--- config.mk ---
export PLATFORM = sky130hd
export DESIGN_NAME = bg_lsu_switch_ctrl_flat
export DESIGN_NICKNAME = d
export VERILOG_FILES = /design/src/rtl/bg_lsu_switch_ctrl_if.sv /design/src/rtl/bg_lsu_switch_ctrl.sv /design/src/flat_wrapper.sv
export SDC_FILE = /design/constraint.sdc
export NUM_CORES = 1
export LEC_CHECK = 0
export CAP_MARGIN = 20
export CORE_ASPECT_RATIO = 0.75
export CORE_MARGIN = 10
export CORE_UTILIZATION = 53
export DETAILED_ROUTE_END_ITERATION = 8
export PLACE_DENSITY = 0.76
export SETUP_SLACK_MARGIN = 0.05
export SYNTH_ARGS = -nofsm -noshare
export SYNTH_HDL_FRONTEND = slang
export SYNTH_SLANG_ARGS = --single-unit
--- constraint.sdc ---
create_clock -name clk -period 4.7 [get_ports clk]
set_input_delay 1.41 -clock clk [delete_from_list [all_inputs] [get_ports clk]]
set_output_delay 1.41 -clock clk [all_outputs]
set_load 0.02 [all_outputs]
--- src/rtl/bg_lsu_switch_ctrl_if.sv ---
// Bundle of the config, control and crossbar-switch signals of bg_lsu_switch_ctrl.
// master: the side that loads the table and drives start/step (host or bench).
// slave : the sequencer itself.
interface bg_lsu_switch_ctrl_if #(
    parameter int DEPTH = 8,
    parameter int IW    = 16
);
    localparam int AW = $clog2(DEPTH);

    // configuration port
    logic          cfg_valid;
    logic          cfg_ready;
    logic [7:0]    cfg_data;
    logic          cfg_last;
    // replay control
    logic          start;
    logic [IW-1:0] iter_num;
    logic          step_en;
    // crossbar side and status
    logic [7:0]    switch;
    logic          switch_valid;
    logic [AW-1:0] ctx_idx;
    logic          busy;
    logic          done;
    logic          conflict;
    logic [3:0]    conflict_mask;

    modport master (
        output cfg_valid, cfg_data, cfg_last, start, iter_num, step_en,
        input  cfg_ready, switch, switch_valid, ctx_idx, busy, done,
               conflict, conflict_mask
    );

    modport slave (
        input  cfg_valid, cfg_data, cfg_last, start, iter_num, step_en,
        output cfg_ready, switch, switch_valid, ctx_idx, busy, done,
               conflict, conflict_mask
    );
endinterface

--- src/rtl/bg_lsu_switch_ctrl.sv ---
// Context sequencer for the 4x4 BG<->LSU crossbar switch port.
// A table of up to DEPTH 8-bit switch contexts is loaded over a valid/ready
// port, then replayed (one context per step_en) for max(iter_num,1) iterations.
// Optional feature macro: BG_LSU_CONFLICT_CHK_EN -- when defined, flags BG
// fields that select the same LSU; when undefined conflict outputs are tied 0.
module bg_lsu_switch_ctrl #(
    parameter int DEPTH = 8,
    parameter int IW    = 16
) (
    input logic                clk,
    input logic                rst,
    bg_lsu_switch_ctrl_if.slave io_bus
);
    localparam int AW = $clog2(DEPTH);

    typedef enum logic [1:0] {
        ST_IDLE = 2'd0,
        ST_LOAD = 2'd1,
        ST_RUN  = 2'd2,
        ST_DONE = 2'd3
    } state_t;

    state_t        r_state;
    logic [AW:0]   r_wr_ptr;
    logic [AW:0]   r_ctx_cnt;
    logic [IW-1:0] r_iter;
    logic [IW-1:0] r_iter_max;
    logic [7:0]    r_table [DEPTH];
    logic [7:0]    r_switch;
    logic          r_switch_valid;
    logic [AW-1:0] r_ctx_idx;
    logic          r_busy;
    logic          r_done;
    // Set when a load overflowed the table: the rest of that burst is refused
    // until cfg_valid drops, so excess words cannot start a new load.
    logic          r_drop;

    logic          w_cfg_ready;
    logic          w_cfg_acc;
    logic [AW-1:0] w_wr_addr;
    logic          w_first;
    logic          w_step;
    logic          w_wrap;
    logic          w_iter_last;
    logic          w_finish;
    logic [AW-1:0] w_next_idx;
    logic [AW-1:0] w_load_idx;
    logic          w_sw_load;
    logic [7:0]    w_sw_next;

    assign w_cfg_ready = ((r_state == ST_IDLE) && !r_drop) || (r_state == ST_LOAD);
    assign w_cfg_acc   = io_bus.cfg_valid && w_cfg_ready;
    // A word accepted in IDLE always opens a fresh load at entry 0.
    assign w_wr_addr   = (r_state == ST_IDLE) ? '0 : r_wr_ptr[AW-1:0];

    // First RUN cycle only presents context 0; steps count once a context is live.
    assign w_first     = (r_state == ST_RUN) && !r_switch_valid;
    assign w_step      = (r_state == ST_RUN) && r_switch_valid && io_bus.step_en;
    assign w_wrap      = ({1'b0, r_ctx_idx} == (r_ctx_cnt - 1'b1));
    assign w_iter_last = (r_iter == (r_iter_max - 1'b1));
    assign w_finish    = w_step && w_wrap && w_iter_last;
    assign w_next_idx  = w_wrap ? '0 : (r_ctx_idx + 1'b1);
    assign w_load_idx  = w_first ? r_ctx_idx : w_next_idx;
    assign w_sw_load   = w_first || (w_step && !w_finish);
    assign w_sw_next   = r_table[w_load_idx];

    // Context table: cleared on reset, written by accepted config words.
    always_ff @(posedge clk or posedge rst) begin
        if (rst) begin
            for (int i = 0; i < DEPTH; i++) begin
                r_table[i] <= '0;
            end
        end else if (w_cfg_acc) begin
            r_table[w_wr_addr] <= io_bus.cfg_data;
        end
    end

    // Sequencer FSM with registered switch/status outputs.
    always_ff @(posedge clk or posedge rst) begin
        if (rst) begin
            r_state        <= ST_IDLE;
            r_wr_ptr       <= '0;
            r_ctx_cnt      <= '0;
            r_iter         <= '0;
            r_iter_max     <= '0;
            r_switch       <= '0;
            r_switch_valid <= 1'b0;
            r_ctx_idx      <= '0;
            r_busy         <= 1'b0;
            r_done         <= 1'b0;
            r_drop         <= 1'b0;
        end else begin
            r_done <= 1'b0;
            if ((r_state == ST_IDLE) && !io_bus.cfg_valid) begin
                r_drop <= 1'b0;
            end
            case (r_state)
                ST_IDLE: begin
                    if (w_cfg_acc) begin
                        r_wr_ptr <= (AW+1)'(1);
                        if (io_bus.cfg_last) begin
                            r_ctx_cnt <= (AW+1)'(1);
                        end else begin
                            r_ctx_cnt <= '0;
                            r_state   <= ST_LOAD;
                            r_busy    <= 1'b1;
                        end
                    end else if (io_bus.start && (r_ctx_cnt != '0)) begin
                        r_state    <= ST_RUN;
                        r_busy     <= 1'b1;
                        r_ctx_idx  <= '0;
                        r_iter     <= '0;
                        r_iter_max <= (io_bus.iter_num == '0) ? IW'(1) : io_bus.iter_num;
                    end
                end
                ST_LOAD: begin
                    if (w_cfg_acc) begin
                        r_wr_ptr <= r_wr_ptr + 1'b1;
                        if (io_bus.cfg_last) begin
                            r_ctx_cnt <= r_wr_ptr + 1'b1;
                            r_state   <= ST_IDLE;
                            r_busy    <= 1'b0;
                        end else if (r_wr_ptr == (AW+1)'(DEPTH - 1)) begin
                            r_ctx_cnt <= (AW+1)'(DEPTH);
                            r_drop    <= 1'b1;
                            r_state   <= ST_IDLE;
                            r_busy    <= 1'b0;
                        end
                    end
                end
                ST_RUN: begin
                    if (w_finish) begin
                        r_state        <= ST_DONE;
                        r_switch_valid <= 1'b0;
                        r_done         <= 1'b1;
                    end else if (w_step && w_wrap) begin
                        r_iter <= r_iter + 1'b1;
                    end
                    if (w_sw_load) begin
                        r_switch       <= w_sw_next;
                        r_switch_valid <= 1'b1;
                        r_ctx_idx      <= w_load_idx;
                    end
                end
                ST_DONE: begin
                    r_state <= ST_IDLE;
                    r_busy  <= 1'b0;
                end
                default: begin
                    r_state <= ST_IDLE;
                    r_busy  <= 1'b0;
                end
            endcase
        end
    end

    assign io_bus.cfg_ready    = w_cfg_ready;
    assign io_bus.switch       = r_switch;
    assign io_bus.switch_valid = r_switch_valid;
    assign io_bus.ctx_idx      = r_ctx_idx;
    assign io_bus.busy         = r_busy;
    assign io_bus.done         = r_done;

`ifdef BG_LSU_CONFLICT_CHK_EN
    // Bit i set when BG field i selects the same LSU as any other BG field.
    function automatic logic [3:0] f_conflict(input logic [7:0] sw);
        logic [3:0] m;
        m = '0;
        for (int a = 0; a < 4; a++) begin
            for (int b = 0; b < 4; b++) begin
                if ((a != b) && (sw[2*a +: 2] == sw[2*b +: 2])) begin
                    m[a] = 1'b1;
                end
            end
        end
        return m;
    endfunction

    logic [3:0] r_conf_mask;
    logic       r_conflict;
    logic [3:0] w_conf_next;

    assign w_conf_next = f_conflict(w_sw_next);

    // Conflict flags follow the switch register; conflict clears with switch_valid.
    always_ff @(posedge clk or posedge rst) begin
        if (rst) begin
            r_conf_mask <= '0;
            r_conflict  <= 1'b0;
        end else if (w_sw_load) begin
            r_conf_mask <= w_conf_next;
            r_conflict  <= |w_conf_next;
        end else if (w_finish) begin
            r_conflict  <= 1'b0;
        end
    end

    assign io_bus.conflict      = r_conflict;
    assign io_bus.conflict_mask = r_conf_mask;
`else
    assign io_bus.conflict      = 1'b0;
    assign io_bus.conflict_mask = 4'h0;
`endif
endmodule

--- src/flat_wrapper.sv ---
// flat-port wrapper written by rule: the top's interface ports become plain ports
module bg_lsu_switch_ctrl_flat 
#(
    parameter int DEPTH = 8,
    parameter int IW    = 16
)
  (clk, rst, io_bus_cfg_valid, io_bus_cfg_data, io_bus_cfg_last, io_bus_start, io_bus_iter_num, io_bus_step_en, io_bus_cfg_ready, io_bus_switch, io_bus_switch_valid, io_bus_ctx_idx, io_bus_busy, io_bus_done, io_bus_conflict, io_bus_conflict_mask);
  bg_lsu_switch_ctrl_if #(.DEPTH(DEPTH), .IW(IW)) io_bus_i ();
  input logic clk;
  input logic rst;
  input wire logic [$bits(io_bus_i.cfg_valid)-1:0] io_bus_cfg_valid;
  input wire logic [$bits(io_bus_i.cfg_data)-1:0] io_bus_cfg_data;
  input wire logic [$bits(io_bus_i.cfg_last)-1:0] io_bus_cfg_last;
  input wire logic [$bits(io_bus_i.start)-1:0] io_bus_start;
  input wire logic [$bits(io_bus_i.iter_num)-1:0] io_bus_iter_num;
  input wire logic [$bits(io_bus_i.step_en)-1:0] io_bus_step_en;
  output wire logic [$bits(io_bus_i.cfg_ready)-1:0] io_bus_cfg_ready;
  output wire logic [$bits(io_bus_i.switch)-1:0] io_bus_switch;
  output wire logic [$bits(io_bus_i.switch_valid)-1:0] io_bus_switch_valid;
  output wire logic [$bits(io_bus_i.ctx_idx)-1:0] io_bus_ctx_idx;
  output wire logic [$bits(io_bus_i.busy)-1:0] io_bus_busy;
  output wire logic [$bits(io_bus_i.done)-1:0] io_bus_done;
  output wire logic [$bits(io_bus_i.conflict)-1:0] io_bus_conflict;
  output wire logic [$bits(io_bus_i.conflict_mask)-1:0] io_bus_conflict_mask;
  assign io_bus_i.cfg_valid = io_bus_cfg_valid;
  assign io_bus_i.cfg_data = io_bus_cfg_data;
  assign io_bus_i.cfg_last = io_bus_cfg_last;
  assign io_bus_i.start = io_bus_start;
  assign io_bus_i.iter_num = io_bus_iter_num;
  assign io_bus_i.step_en = io_bus_step_en;
  assign io_bus_cfg_ready = io_bus_i.cfg_ready;
  assign io_bus_switch = io_bus_i.switch;
  assign io_bus_switch_valid = io_bus_i.switch_valid;
  assign io_bus_ctx_idx = io_bus_i.ctx_idx;
  assign io_bus_busy = io_bus_i.busy;
  assign io_bus_done = io_bus_i.done;
  assign io_bus_conflict = io_bus_i.conflict;
  assign io_bus_conflict_mask = io_bus_i.conflict_mask;
  bg_lsu_switch_ctrl #(.DEPTH(DEPTH), .IW(IW)) u_core (.clk(clk), .rst(rst), .io_bus(io_bus_i));
endmodule
==> results of run 1 <==
==> state kept, by name, summed over array words and instances (netlist names), 2 cells and up <==
signal,count
u_core.r_wr_ptr,4
u_core.r_ctx_cnt,4
u_core.io_bus.switch,8
u_core.r_iter,16
u_core.r_table,64
u_core.r_iter_max,16
u_core.r_state,2
u_core.io_bus.ctx_idx,3
==> cell type report <==
cell class / instances / area, sq um / share of cell area (%)
clock buffers: 18 / 429 / 5.40
multi-input cells: 482 / 3440 / 43.3
flip-flops and latches: 121 / 3030 / 38.1
inverters: 16 / 62.6 / 0.787
clock inverters: 14 / 223 / 2.80
repair buffers: 58 / 558 / 7.02
well taps: 166 / 208 / 2.61
==> worst max-delay path, cell delays in order, from the launching register on <==
cell       delay, ns
dfrtp_1         0.42
inv_1           0.12
ha_1            0.25
xor3_1          0.38
o22ai_1         0.31
and2_1          0.49
a2bb2oi_2       0.78
buf_4           0.28
a211oi_1        0.06
a21oi_1         0.20
a21oi_1         0.10
a21oi_1         0.18
==> stage by stage <==
step	worst slack, ns	hold WS [ns]	total power [mW]	area, sq um
floorplan	0.0758	0.473	3.15	6690
global placement	0.937	0.481	3.66	7300
detailed placement	0.797	0.488	3.76	7300
CTS	1.07	0.501	5.22	7950
global route	0.708	0.510	5.54	7950
finish	1.04	0.502	5.23	7950
==> cell families after synthesis <==
family,after synthesis
compound gates,149
xor+xnor,22
fa+ha+maj,6
buf+inv,50
flops,121
mux,90
other cells,1
simple gates,210
==> Yosys cell counts, types with 8 or more instances <==
cell	instances	area [sq um]
nor4_1	15	93.8
or3_1	8	50.1
inv_1	16	60.1
nand2_1	57	214
nand2b_1	19	119
nor3_1	10	50.1
a211oi_1	21	158
nor2b_1	12	75.1
o21ai_0	24	120
dfrtp_1	121	3030
mux2_2	64	721
nand4_1	10	62.6
nor2_1	36	135
clkbuf_1	18	67.6
mux2i_1	26	260
a21oi_1	33	165
xnor2_1	11	96.3
nand3_1	10	50.1
a22o_1	10	87.6
xor2_1	10	87.6
==> power by group <==
group	total (mW)	leakage, nW	internal [mW]	switching [mW]
sequential	1.71	1.57	1.38	0.335
clock	1.43	0.311	0.945	0.488
combinational	2.09	1.54	0.924	1.16
==> worst max-delay path by stage <==
stage | slack [ns] | depth (start not counted) | to | start
2_1_floorplan | 0.08 | 1 | u_core.io_bus.busy | rst
3_3_place_gp | 0.94 | 11 | u_core.r_iter[14] | io_bus_cfg_valid
3_5_place_dp | 0.80 | 10 | u_core.r_iter_max[0] | io_bus_cfg_valid
4_1_cts | 1.07 | 11 | u_core.io_bus.switch[5] | u_core.r_ctx_cnt[0]
5_1_grt | 0.71 | 11 | u_core.io_bus.switch[0] | u_core.r_ctx_cnt[0]
6_report | 1.04 | 11 | u_core.io_bus.switch[5] | u_core.r_ctx_cnt[0]
==> per-layer routing <==
| layer | part of all wire [%] | track usage, % | vias up | routed length [microns] |
|---|---|---|---|---|
| met5 | 0 | 0 | - | 0 |
| met3 | 6.4 | 4.49 | 28 | 1070 |
| li1 | - | - | 2494 | - |
| met4 | 1.6 | 7.05 | 0 | 261 |
| met1 | 46 | 26.4 | 2725 | 7640 |
| met2 | 46 | 30.9 | 213 | 7740 |
==> metrics, run 1 <==
RSZ-0062 raised after global routing=no; fraction of registers with async set/reset=100%; worst slew pin tran=0.961 ns; final hold viol count=0; hpwl dp=11,500 microns; CTS Buffer Depth=2; Synth Area in XOR/XNOR=3.11%; postcts setup bufs=0; # port buffers=44; DR WL/cell=19.1 microns; PD cells=658 nW/um^2; commonest cells after routing, fill and taps aside=dfrtp_1, mux2_2, nand2_1; die width=150 microns; # DRC=0; Global Route Usage Sum=19.8%; Worst Path Required=5.03 ns; vias in the first global route=5,413; I/O Pins=50; Inserted Diodes=0; hold buffers post-CTS=0; status=completed; Setup TNS=0 ns; die height=117 microns; Post-Synth Simple-Gate Area=16.9%; layout cells sized above 1=17.3%; initial antenna violation count=0; clk slew on worst S/H paths=0.06 ns; clock sink count=121; crit start category=register; largest family of logic cells by synthesized area=simple AND/OR/NAND/NOR gates; Hold EP=u_core.r_table[4]; Worst-Skew Late Latency=0.41 ns; DIE AREA=17,500 sq um; Compound-Gate Fraction of Synth Area=15.3%; Cell Area, Synth=6670 sq um; grt ovf=0; sequential fraction of the synthesis area=45.4%; cells after synthesis=649; R2R Path Start=u_core.r_ctx_cnt[0]; PostCTS Resize Cnt=0; CP endpoint kind=register; First DRT Iteration DRCs=447; number of synthesized flops with an enable pin=0; max cap viols=0; commonest non-fill, non-tap cell in the layout=dfrtp_1; Area Growth Syn to Fin=19.1%; maximum clock frequency=273 MHz; Slew HR=35.8%; CTS Buf Count=17; RD Place Congestion=0.885; Worst IR Drop VDD=0.000369 V; Final min period=3.66 ns; HP Start=u_core.r_table[4]; r2r setup slk=1.04 ns; Yosys reg bits=121; num rows=35; Yosys Warn Count=0; hold path cells=1; Nets=732; CP Max Fanout=19; ANT nets after route=0; vias post-DR=5,460; post-synthesis adder-cell area fraction=1.13%; Root Driver=clkbuf_16; Pre-antenna DRT Iters=5; count of different cell masters after synthesis=72; CTS tree=done; worst min-delay path category=reg -> reg; Core Util, Final=64.6%; final slew viol count=0; final worst-path cycle share=77.9%; CP Class=reg -> reg; Syn Area/Cell=10.3 sq um; Fillers=963; endpoints failing setup=0; first-pass GRT wire length=27,600 microns; largest net degree at the start of global routing=63; Cells after DPL=843; CP Data Arrival Time=3.99 ns; end of the worst register-to-register path=u_core.io_bus.switch[5]; static leakage=3.42 nW; Initial Util=54.2%; vias per cell=6.24; CORE AREA=12,300 sq um; Reg2Reg Depth=11; routed wire length=16,700 microns; final instance count without filler cells=875; clock skew=0.00871 ns; H-tree depth=4; mux contribution to synthesized area=14.7%; top_reg_cell synth=dfrtp_1
No activity file was read; power rests on OpenSTA's default activity.
==> run 2: changes to the inputs <==
==> constraint.sdc (replaced) <==
create_clock -name clk -period 3.1 [get_ports clk]
set_input_delay 0.93 -clock clk [delete_from_list [all_inputs] [get_ports clk]]
set_output_delay 0.93 -clock clk [all_outputs]
set_load 0.02 [all_outputs]
==> metrics, run 2 (synthesized netlist as in run 1, its figures left out) <==
crit start category=register; final slew viol count=0; clk slew on worst S/H paths=0.06 ns; endpoints failing setup=0; static leakage=3.57 nW; final worst-path cycle share=95.7%; DR WL/cell=19.4 microns; commonest cells after routing, fill and taps aside=dfrtp_1, mux2_2, nand2_1; multi-input logic area=3470 sq um; end of the worst register-to-register path=u_core.io_bus.switch[1]; layout cells sized above 1=21.0%; CP endpoint kind=register; Setup crit end=u_core.io_bus.switch[1]; DIE AREA=17,500 sq um; Worst-Skew Late Latency=0.42 ns; # DRC=0; delay-heaviest family, CP=compound AO/OA/AOI/OAI gates; Setup TNS=0 ns; Critical Path Most Common Cell=a21oi_1; First DRT Iteration DRCs=474; worst slew pin tran=0.762 ns; Pre-antenna DRT Iters=5; Global Route Usage Sum=20.7%; clock sink count=121; H-tree depth=4; Reg2Reg Depth=11; CTS tree=done; Placement Cell Area=7540 sq um; CTS Buffer Depth=2; Slowest cell on crit path=dfrtp_1; hold path cells=1; Area Growth Syn to Fin=22.9%; hpwl dp=12,200 microns; RD Place Congestion=0.938; maximum clock frequency=337 MHz; clock skew=0.00741 ns; Worst Path Required=3.39 ns; CP Depth=11; CTS Buf Count=17; hold buffers post-CTS=0; I/O Pins=50; CP Data Arrival Time=3.26 ns; vias per cell=6.18; vias post-DR=5,565; RSZ-0062 raised after global routing=no; Nets=757; Initial Util=54.2%; Critical Path Start=u_core.r_ctx_cnt[1]; Fillers=880; largest net degree at the start of global routing=49; first-pass GRT wire length=28,800 microns; max cap viols=0; final hold viol count=0; Final min period=2.97 ns; fin area=8200 sq um; Largest register FFs=64; Inserted Diodes=0; Root Driver=clkbuf_16; ANT nets after route=0; # port buffers=44; Reg area=3030 sq um; num rows=35; CP Max Fanout=9; PD cells=1000 nW/um^2; Top reg by flops=u_core.r_table; worst min-delay path category=reg -> reg; Fin Hold WS=0.499 ns; routed wire length=17,500 microns; Buf/Inv on CP=2; status=completed; Worst path max stage delay=0.41 ns; grt ovf=0; CP Class=reg -> reg; Regs by FF count=u_core.r_table x64, u_core.r_iter x16, u_core.r_iter_max x16; commonest non-fill, non-tap cell in the layout=dfrtp_1; initial antenna violation count=0; die height=117 microns; R2R Path Start=u_core.r_ctx_cnt[1]; vias in the first global route=5,497; Slew HR=49.1%; r2r setup slk=0.13 ns; CORE AREA=12,300 sq um; crit-path cells=inv_1, ha_1, xnor2_1, nor3_1, nand2_1, a21oi_1, buf_4, mux2i_1, o22ai_1, a211oi_1, a21oi_1; Worst IR Drop VDD=0.000540 V; die width=150 microns
## run 2: cell types whose count changed in the layout (fill, tap and decap cells not counted), moves of 2 or more
| cell | before | now |
|---|---|---|
| buf_12 | 1 | 5 |
| buf_4 | 13 | 34 |
| clkinv_4 | 5 | 3 |
| inv_6 | 1 | 6 |
## run 2: worst reg2reg max path, cell delays in order, from the launching register on
cell,delay [ns]
dfrtp_1,0.41
inv_1,0.08
ha_1,0.29
xnor2_1,0.19
nor3_1,0.35
nand2_1,0.19
a21oi_1,0.26
buf_4,0.25
mux2i_1,0.28
o22ai_1,0.13
a211oi_1,0.31
a21oi_1,0.11
## run 2: worst min path at each step
stage / startpoint / endpoint
after CTS: u_core.r_table[3] / u_core.r_table[3]
after global placement: u_core.r_table[35] / u_core.r_table[35]
final: u_core.r_table[3] / u_core.r_table[3]
after global routing: u_core.r_table[61] / u_core.r_table[61]
after floorplan: u_core.r_table[35] / u_core.r_table[35]
after detailed placement: u_core.r_table[39] / u_core.r_table[39]
## run 2: layout make-up
class / count / share of cell area [%]
Multi-Input combinational cell: 482 / 42.3
Clock inverter: 15 / 2.58
Clock buffer: 17 / 5.19
Timing Repair Buffer: 83 / 9.71
Tap cell: 166 / 2.53
Sequential cell: 121 / 36.9
Inverter: 16 / 0.778
## run 2: timing repair
| action | 4_1_cts | 5_1_grt |
|---|---|---|
| gates resized for setup | 0 | 7 |
| buffers inserted | 0 | 0 |
| endpoints found under the setup margin | 0 | 29 |
## run 2: per-stage QoR
step	setup WS (ns)	util, %	power (mW)	std cells
6_report	0.132	66.6	8.20	900
5_1_grt	0.0191	66.6	8.67	900
4_1_cts	0.0829	66.4	8.13	900
3_5_place_dp	-0.189	61.3	5.94	868
3_3_place_gp	0.0206	61.3	5.79	868
2_1_floorplan	0.204	-	4.78	653
## run 2: power by group
part	total, mW	switching (mW)	leakage (nW)	internal, mW
registers	2.57	0.479	1.57	2.09
clock network	2.14	0.774	0.310	1.36
logic	3.50	1.90	1.69	1.60
total	8.20	3.15	3.57	5.05
## run 2: per-layer routing
metal	wire length, microns	vias up	track usage (%)	share of wire (%)
met5	0	-	0	0
met4	211	0	6.59	1.2
met3	1280	26	5.03	7.3
met2	7950	243	31.4	46
met1	8030	2750	28.5	46
li1	-	2546	-	-
==> run 3: changes to the inputs <==
--- a/config.mk
+++ b/config.mk
@@ -5,11 +5,13 @@
 export SDC_FILE = /design/constraint.sdc
 export NUM_CORES = 1
 export LEC_CHECK = 0
+export ABC_AREA = 0
 export CAP_MARGIN = 20
 export CORE_ASPECT_RATIO = 0.75
 export CORE_MARGIN = 10
 export CORE_UTILIZATION = 53
 export DETAILED_ROUTE_END_ITERATION = 8
+export GPL_ROUTABILITY_DRIVEN = 0
 export PLACE_DENSITY = 0.76
 export SETUP_SLACK_MARGIN = 0.05
 export SYNTH_ARGS = -nofsm -noshare
==> metrics, run 3 (synthesized netlist as in run 1, its figures left out) <==
ANT nets after route=0; Nets=759; Reg area=3030 sq um; final hold viol count=0; final slew viol count=0; Core Util, Final=66.6%; CTS tree=done; Slowest cell on crit path=dfrtp_1; worst min-delay path category=reg -> reg; CTS Buffer Depth=2; initial antenna violation count=0; Top reg by flops=u_core.r_table; Worst IR Drop VDD=0.000756 V; Final min period=2.97 ns; hpwl dp=11,800 microns; num rows=35; Worst Path Required=3.43 ns; Regs by FF count=u_core.r_table x64, u_core.r_iter x16, u_core.r_iter_max x16; Worst path max stage delay=0.37 ns; Pre-antenna DRT Iters=7; PD cells=994 nW/um^2; maximum clock frequency=337 MHz; # DRC=0; # port buffers=44; commonest non-fill, non-tap cell in the layout=dfrtp_1; grt ovf=0; DR WL/cell=19.0 microns; Fillers=907; delay-heaviest family, CP=compound AO/OA/AOI/OAI gates; endpoints failing setup=0; first-pass GRT wire length=27,600 microns; Buf/Inv on CP=3; clock skew=0.00576 ns; CP Max Fanout=26; Area Growth Syn to Fin=22.9%; max cap viols=0; routed wire length=17,200 microns; commonest cells after routing, fill and taps aside=dfrtp_1, mux2_2, nand2_1; Setup TNS=0 ns; final setup margin=0.130 ns; Initial Util=54.2%; Inserted Diodes=0; die height=117 microns; static leakage=3.55 nW; clock sink count=121; Largest register FFs=64; CORE AREA=12,300 sq um; I/O Pins=50; post-place setup slack=-0.156 ns; crit start category=register; H-tree depth=4; largest net degree at the start of global routing=122; CTS Buf Count=17; multi-input logic area=3500 sq um; CP Data Arrival Time=3.30 ns; Global Route Usage Sum=19.9%; vias in the first global route=5,313; RSZ-0062 raised after global routing=yes; final worst-path cycle share=95.8%; Worst-Skew Late Latency=0.42 ns; postcts setup bufs=0; Fin Hold WS=0.498 ns; First DRT Iteration DRCs=445; crit-path cells=inv_1, ha_1, xnor2_1, nor3_2, and2_2, buf_4, a2bb2oi_2, buf_12, nand2_1, o22ai_2, a211oi_2, a21oi_1; worst slew pin tran=0.680 ns; total power=8.15 mW; vias per cell=6.07; status=completed; DIE AREA=17,500 sq um; vias post-DR=5,479; Root Driver=clkbuf_16; CP Class=reg -> reg; Slew HR=54.6%; layout cells sized above 1=21.7%; CP endpoint kind=register; die width=150 microns; clk slew on worst S/H paths=0.06 ns
run 3: changes by cell type in the layout (fill, tap and decap cells not counted), moves of 3 or more:
cell,before,now
a211oi_1,21,18
buf_4,34,37
a211oi_2,0,3
clkinvlp_4,2,5
inv_6,6,2
run 3: what timing repair did:
| action | CTS | global route |
|---|---|---|
| gates resized for setup | 0 | 11 |
| hold buffers | 0 | 0 |
| endpoints found under the setup margin | 0 | 25 |
run 3: layout make-up:
cell class	instances	area share, %
timing repair buffer	85	9.74
clock inverter	14	2.12
inverter	16	0.778
tap	166	2.53
multi-input combinational	482	42.7
clock buffer	18	5.23
sequential	121	36.9
run 3: metal layers:
layer	wire (microns)	part of all wire (%)	track usage, %
met5	0	0	0
met4	153	0.89	5.81
met3	1010	5.9	5.22
met2	7900	46	30.4
met1	8090	47	27.3
run 3: final timing paths:
| kind | startpoint | to | slack (ns) | cells after the start |
|---|---|---|---|---|
| worst max-delay path | u_core.r_ctx_cnt[0] | u_core.io_bus.switch[1] | 0.13 | 12 |
| worst min-delay path | u_core.r_table[36] | u_core.r_table[36] | 0.50 | 1 |
| worst max register to register | u_core.r_ctx_cnt[0] | u_core.io_bus.switch[1] | 0.13 | 12 |
| worst min register to register | u_core.r_table[36] | u_core.r_table[36] | 0.50 | 1 |
| max in group asynchronous | rst | u_core.r_iter_max[11] | 1.52 | 3 |
| min in group asynchronous | rst | u_core.r_table[55] | 1.03 | 3 |
run 3: per-stage QoR:
step | instance area [sq um] | std cells
detailed placement | 7540 | 870
floorplan | 6690 | 653
CTS | 8140 | 902
global route | 8200 | 902
finish | 8200 | 902
global placement | 7540 | 870
run 3: where the power goes:
group,switching (mW),internal (mW)
Combinational,1.94,1.64
Clock,0.757,1.27
Sequential,0.466,2.09
Total,3.16,4.99
